--- src/rtl/rdwr_fifo_sync.sv ---
// Single-clock FIFO with registered read data, registered full/empty flags
// and one-cycle overflow/underflow pulses for refused requests.
module rdwr_fifo_sync #(
  parameter int WIDTH = 8,
  parameter int DEPTH = 16,
  parameter int AW    = $clog2(DEPTH)
) (
  input  logic             clk,
  input  logic             rst,
  input  logic             wr_en,
  input  logic [WIDTH-1:0] wr_data,
  output logic             full,
  input  logic             rd_en,
  output logic [WIDTH-1:0] rd_data,
  output logic             rd_valid,
  output logic             empty,
  output logic [AW:0]      count,
  output logic             overflow,
  output logic             underflow
);

  localparam logic [AW:0]   CNT_FULL = (AW+1)'(DEPTH);
  localparam logic [AW:0]   CNT_ONE  = (AW+1)'(1);
  localparam logic [AW-1:0] PTR_ONE  = AW'(1);

  logic [WIDTH-1:0] mem [DEPTH];

  logic [AW-1:0]    wr_ptr_q, wr_ptr_d;
  logic [AW-1:0]    rd_ptr_q, rd_ptr_d;
  logic [AW:0]      count_q, count_d;
  logic             full_q, full_d;
  logic             empty_q, empty_d;
  logic [WIDTH-1:0] rd_data_q, rd_data_d;
  logic             rd_valid_q, rd_valid_d;
  logic             overflow_q, overflow_d;
  logic             underflow_q, underflow_d;
  logic             rd_acc, wr_acc;

  always_comb begin
    // A write into a full FIFO is only possible because a pop frees the slot.
    rd_acc      = rd_en & ~empty_q;
    wr_acc      = wr_en & (~full_q | rd_acc);

    wr_ptr_d    = wr_ptr_q;
    rd_ptr_d    = rd_ptr_q;
    count_d     = count_q;
    rd_data_d   = rd_data_q;
    rd_valid_d  = 1'b0;

    if (wr_acc) begin
      wr_ptr_d = wr_ptr_q + PTR_ONE;
    end
    if (rd_acc) begin
      rd_ptr_d   = rd_ptr_q + PTR_ONE;
      rd_data_d  = mem[rd_ptr_q];
      rd_valid_d = 1'b1;
    end
    if (wr_acc && !rd_acc) begin
      count_d = count_q + CNT_ONE;
    end else if (rd_acc && !wr_acc) begin
      count_d = count_q - CNT_ONE;
    end

    full_d      = (count_d == CNT_FULL);
    empty_d     = (count_d == '0);
    overflow_d  = wr_en & ~wr_acc;
    underflow_d = rd_en & empty_q;
  end

  always_ff @(posedge clk or posedge rst) begin
    if (rst) begin
      wr_ptr_q    <= '0;
      rd_ptr_q    <= '0;
      count_q     <= '0;
      full_q      <= 1'b0;
      empty_q     <= 1'b1;
      rd_data_q   <= '0;
      rd_valid_q  <= 1'b0;
      overflow_q  <= 1'b0;
      underflow_q <= 1'b0;
    end else begin
      wr_ptr_q    <= wr_ptr_d;
      rd_ptr_q    <= rd_ptr_d;
      count_q     <= count_d;
      full_q      <= full_d;
      empty_q     <= empty_d;
      rd_data_q   <= rd_data_d;
      rd_valid_q  <= rd_valid_d;
      overflow_q  <= overflow_d;
      underflow_q <= underflow_d;
    end
  end

  // Storage is deliberately left unreset.
  always_ff @(posedge clk) begin
    if (wr_acc) begin
      mem[wr_ptr_q] <= wr_data;
    end
  end

  assign full      = full_q;
  assign empty     = empty_q;
  assign count     = count_q;
  assign rd_data   = rd_data_q;
  assign rd_valid  = rd_valid_q;
  assign overflow  = overflow_q;
  assign underflow = underflow_q;

endmodule

--- config.mk ---
export PLATFORM = sky130hd
export DESIGN_NAME = rdwr_fifo_sync
export DESIGN_NICKNAME = d
export VERILOG_FILES = /design/src/rtl/rdwr_fifo_sync.sv
export SDC_FILE = /design/constraint.sdc
export NUM_CORES = 1
export LEC_CHECK = 0
export ABC_AREA = 1
export BUFFER_PORTS_ARGS = -buffer_cell sky130_fd_sc_hd__buf_2
export CAP_MARGIN = 20
export CORE_ASPECT_RATIO = 0.7
export CORE_MARGIN = 2
export CORE_UTILIZATION = 60
export DETAILED_ROUTE_END_ITERATION = 8
export HOLD_SLACK_MARGIN = 0.05
export PLACE_DENSITY = 0.82
export SLEW_MARGIN = 40
export SYNTH_ARGS = -nofsm -noshare
export SYNTH_HDL_FRONTEND = slang
export SYNTH_SLANG_ARGS = --single-unit
--- constraint.sdc ---
create_clock -name clk -period 2.8 [get_ports clk]
set_clock_uncertainty 0.2 [all_clocks]
set_input_delay 0.14 -clock clk [delete_from_list [all_inputs] [get_ports clk]]
set_output_delay 0.14 -clock clk [all_outputs]
set_load 0.01 [all_outputs]
-- After elaboration in Yosys (flattened, before gate mapping)
Memory sizes are Yosys's and may differ from the RTL's. A register that Yosys moved wholly into a read port is not among the register bits.
Cells that the tools add are included.
- input port bits: 12
- register bits: 18
- bits in latches: 0
- memories kept: 1
- memory bits (read-only): 0
- bits in writable memories: 128
- shift operators: 0
- eq/ne operators: 1
- muxes and demuxes: 5
- multiply operators: 0
- $lt $le $gt $ge: 0
- bitwise logic cells: 8
- div/mod/pow operators: 0
- reductions and logical operators: 5
- $add $sub $neg: 4
- memory list (name ; words ; bits a word ; rd ports ; clocked after memory_dff ; write ports ; RTL line ; source):
    mem ; 16 ; 8 ; 1 ; 1 ; 1 ; 26 ; logic [WIDTH-1:0] mem [DEPTH];
- operators by type and width (cell ; count):
    5-bit 2-to-1 mux ; 2
    4-bit by 1-bit adder with 4-bit output (second input constant) ; 2
    5-bit by 1-bit adder with 5-bit output (second input constant) ; 1
    5-bit == test (second input constant) ; 1
    5-bit zero test ; 1
    5-bit by 1-bit subtractor with 5-bit output (second input constant) ; 1
    1-bit bitwise AND ; 4
    1-bit 2-to-1 mux ; 3
    1-bit inverter ; 3
    1-bit logical AND ; 2
    1-bit zero test ; 2
    1-bit bitwise OR ; 1

-- Logic depth before layout (Yosys ltp)
- depth after elaboration: 9
- gate-level depth with buffers: 10
- mapped depth without buffers: 10

-- Worst setup path after synthesis
No wires, ideal clock.
- path kind: register to register
- start point: reg empty_q (netlist: empty)
- end point: mem mem[11][0] (enable)
- arrival: 1296 ps
- clock period less this slack: 1867 ps
- required time: 2230 ps
- cell stages (with the launch flop): 6
- library setup time: 370 ps
- setup slack: 933 ps
- cell sequence: dfstp_2 inv_1 nand2_4 a21oi_4 nand2_1 nor2_1
- cells in the longest elaborated chain, start to end: 6
- ends and longest elaborated chain (element ; RTL line ; source):
    from (decl) ; 32 ; logic empty_q, empty_d;
    from (signal assigned) ; 86 ; empty_q <= empty_d;
    1-bit inverter ; 41 ; rd_acc = rd_en & ~empty_q;
    1-bit bitwise AND ; 41 ;
    1-bit bitwise OR ; 42 ; wr_acc = wr_en & (~full_q | rd_acc);
    1-bit bitwise AND ; 42 ;
    1-bit 2-to-1 mux ; 96 ; if (wr_acc) begin
    1-bit 2-to-1 mux (not written as such) ; 97 ; mem[wr_ptr_q] <= wr_data;
    to (decl) ; 26 ;
Every way passes these cells.

-- Worst setup path after layout
- start point: reg empty_q (netlist: empty)
- end point: mem mem[15][6] (enable)
Same word-level chain as after synthesis.

==> qor.yml <==
outcome:
  outcome: "completed"
power:
  netSwitchingPower_w: 0.00293
  ir_drop_v: 0.000817
  cell_internal_pwr_w: 0.00505
  pwr-share-comb: 0.308
  clockPowerShare: 0.302
  p_per_area_mw_per_mm2: 1080
  leakagePower_nw: 2.93
  p_seq_frac: 0.390
  netSwitchingFraction: 0.367
yosys:
  yosys_warnings: 0
  synth_seq_cells: 154
  syn_nets: 589
  syn_inst: 570
  syn_avg_cell_area_um2: 11.3
  seq_area_frac_synth: 0.695
  synth.distinct_cells: 33
  yosys-top-cells-area: "edfxtp_1 (59%), nand2_1 (11%), dfrtp_1 (9.7%), nand3_1 (4.7%), nor2_1 (2.2%)"
  synth-edff-count: 128
  yosysTopAreaCell: "edfxtp_1"
  syn_area_mm2: 0.00647
  synth_ff_type: "edfxtp_1"
  synth_top_area_share: 0.594
  async_flop_share: 0.169
worst_setup_path:
  required_ns: 2.65
  critPathBufInv: 1
  criticalPathCategory: "flip-flop to flip-flop"
  path_max_fanout: 13
  crit_path_end_kind: "flip-flop"
  crit_path_top_delay_cell: "nor2_1"
  critPathArrivalTime_ns: 2.19
  crit_family: "simple AND/OR/NAND/NOR gates"
  max_stage_delay_ns: 0.62
  cp-start-kind: "flip-flop"
  path_cells: "inv_1, nand2_4, a21oi_4, nand2_1, nor2_1"
global_route:
  grt_max_degree: 34
  grt_pass1_vias: 4458
  grt_usage: 0.297
  antenna_found_initial: 0
  overflow: 0
  grt_pass1_wl_um: 24500
clock_network:
  cts_buffers: 17
  cts_resized: 0
  h-tree-depth: 4
  ctsRootBufferMaster: "clkbuf_16"
  clock_latency_ns: 0.42
  cts_tree: "done"
  postCtsSetupBuffers: 0
  hold_buffers: 11
  clk_path_buf_depth: 2
  cts.clk_slew.worst_paths_ns: 0.06
  cts_sinks: 154
drt:
  wl_per_cell_um: 21.3
  drcViolationCount: 0
  first_pass_iters: 5
  drtIter0Drc: 542
  finalWirelength_um: 16100
  vias_per_cell: 6.02
  ant_nets: 0
  num_vias: 4548
placement:
  dp_slack_ns: 0.538
  numPortBuffers: 29
  hpwl_um: 10300
  postPlaceCellArea_mm2: 0.00667
  gp_congestion: 1.08
finish:
  antenna_cells: 0
  nets: 630
  syn_to_final_growth_pct: 14.5
  layout-drive-gt1-share: 0.127
  layout_common_cells: "nand2_1 (193), edfxtp_1 (128), nand3_1 (61), nor2_1 (38), buf_2 (29)"
  mostFrequentLayoutCell: "nand2_1"
  final_area_mm2: 0.00740
sta:
  worst_slew_pin_slew_ns: 0.718
  rsz0062_at_grt: "false"
  min_period_over_period: 0.835
  slew_headroom: 0.520
  report.final.setup_viol: 0
  hold_viol: 0
  setup_slack_ns: 0.462
  min_period_ns: 2.34
  slew_viol_final: 0
  fin_setup_tns_ns: 0
  fmax_mhz: 428
job:
  cap_violations: 0
floorplan:
  die_h_um: 90.9
  num_rows: 31
  start_util: 0.620
  coreArea_mm2: 0.0104
  boundaryPins: 30
  chipWidth_um: 128
  dieArea_mm2: 0.0116
min_path:
  hold_class: "input port to asynchronous set/reset pin"
==> worst paths after layout <==
check	end	startpoint	cells past startpoint	slack (ns)
setup / recovery	mem[15][6]$_DFFE_PP_	empty$_DFF_PP1_	5	0.46
hold / removal	rd_data[0]$_DFFE_PP0P_	rst	4	0.13
setup reg to reg	mem[15][6]$_DFFE_PP_	empty$_DFF_PP1_	5	0.46
min in group clk	rd_data[0]$_DFFE_PP0P_	rd_data[0]$_DFFE_PP0P_	2	0.29
max in group asynchronous	empty$_DFF_PP1_	rst	4	1.96
hold reg to reg	rd_data[0]$_DFFE_PP0P_	rd_data[0]$_DFFE_PP0P_	2	0.29
==> tightest hold or removal path: stages <==
cell and delay (ns):
dlygate4sd3_1 0.53, buf_2 0.12, inv_1 0.04, buf_4 0.34
==> metrics by stage <==
stage / instances / power (W) / util / hold WS [ns]
after floorplan: 570 / 0.00479 / - / -0.0207
after global placement: 713 / 0.00537 / 0.639 / 0.0112
after detailed placement: 713 / 0.00550 / 0.639 / 0.0154
after CTS: 756 / 0.00792 / 0.709 / 0.121
after global routing: 756 / 0.00835 / 0.709 / 0.187
final: 756 / 0.00798 / 0.709 / 0.134
==> cells in the mapped netlist, types with 2 or more instances <==
cell / instances
nand2_1: 193
edfxtp_1: 128
nand3_1: 61
nor2_1: 38
dfrtp_1: 25
inv_1: 22
a21oi_1: 12
buf_2: 12
o21ai_1: 12
xor2_1: 8
ha_1: 7
o211ai_1: 6
o22ai_1: 6
a21boi_0: 5
buf_4: 5
buf_6: 5
clkbuf_1: 3
inv_2: 3
o21ai_0: 3
nand4_1: 2
nor3_1: 2
==> cell families after synthesis <==
| logic type | count (synthesis) | synth area share |
|---|---|---|
| adder cells (fa/ha/maj) | 7 | 0.0135 |
| XOR/XNOR | 9 | 0.0122 |
| AO/OA/AOI/OAI | 47 | 0.0441 |
| flip-flops | 154 | 0.695 |
| buffers and inverters | 51 | 0.0406 |
| AND/OR/NAND/NOR | 302 | 0.194 |
==> state kept, by name, summed over array words and instances (netlist names), 4 cells and up <==
register,cells
mem,128
wr_ptr_q,4
count,5
rd_data,8
rd_ptr_q,4
==> area by class of cell <==
| type | instances | area [um2] |
|---|---|---|
| flip-flops and latches | 154 | 4500 |
| fillers | 694 | 3030 |
| multi-input cells | 365 | 1710 |
| clock buffers | 18 | 429 |
| repair buffers | 47 | 308 |
| clock inverters | 14 | 196 |
| well taps | 132 | 165 |
| inverters | 26 | 97.6 |
==> per-layer routing <==
metal	part of all wire	wire, um	GRT usage
met3	0.12	2010	0.102
met2	0.44	7080	0.429
met4	0.022	351	0.108
met5	0	0	0
met1	0.41	6680	0.423
==> power by group through the flow <==
| stage | logic (W) | registers (W) | clock network (W) |
|---|---|---|---|
| after floorplan | 0.00171 | 0.00308 | 0 |
| after global placement | 0.00225 | 0.00312 | 0 |
| after detailed placement | 0.00236 | 0.00314 | 0 |
| after CTS | 0.00240 | 0.00310 | 0.00242 |
| after global routing | 0.00268 | 0.00314 | 0.00253 |
| final | 0.00246 | 0.00311 | 0.00241 |
Power figures use the tool's default switching activity.
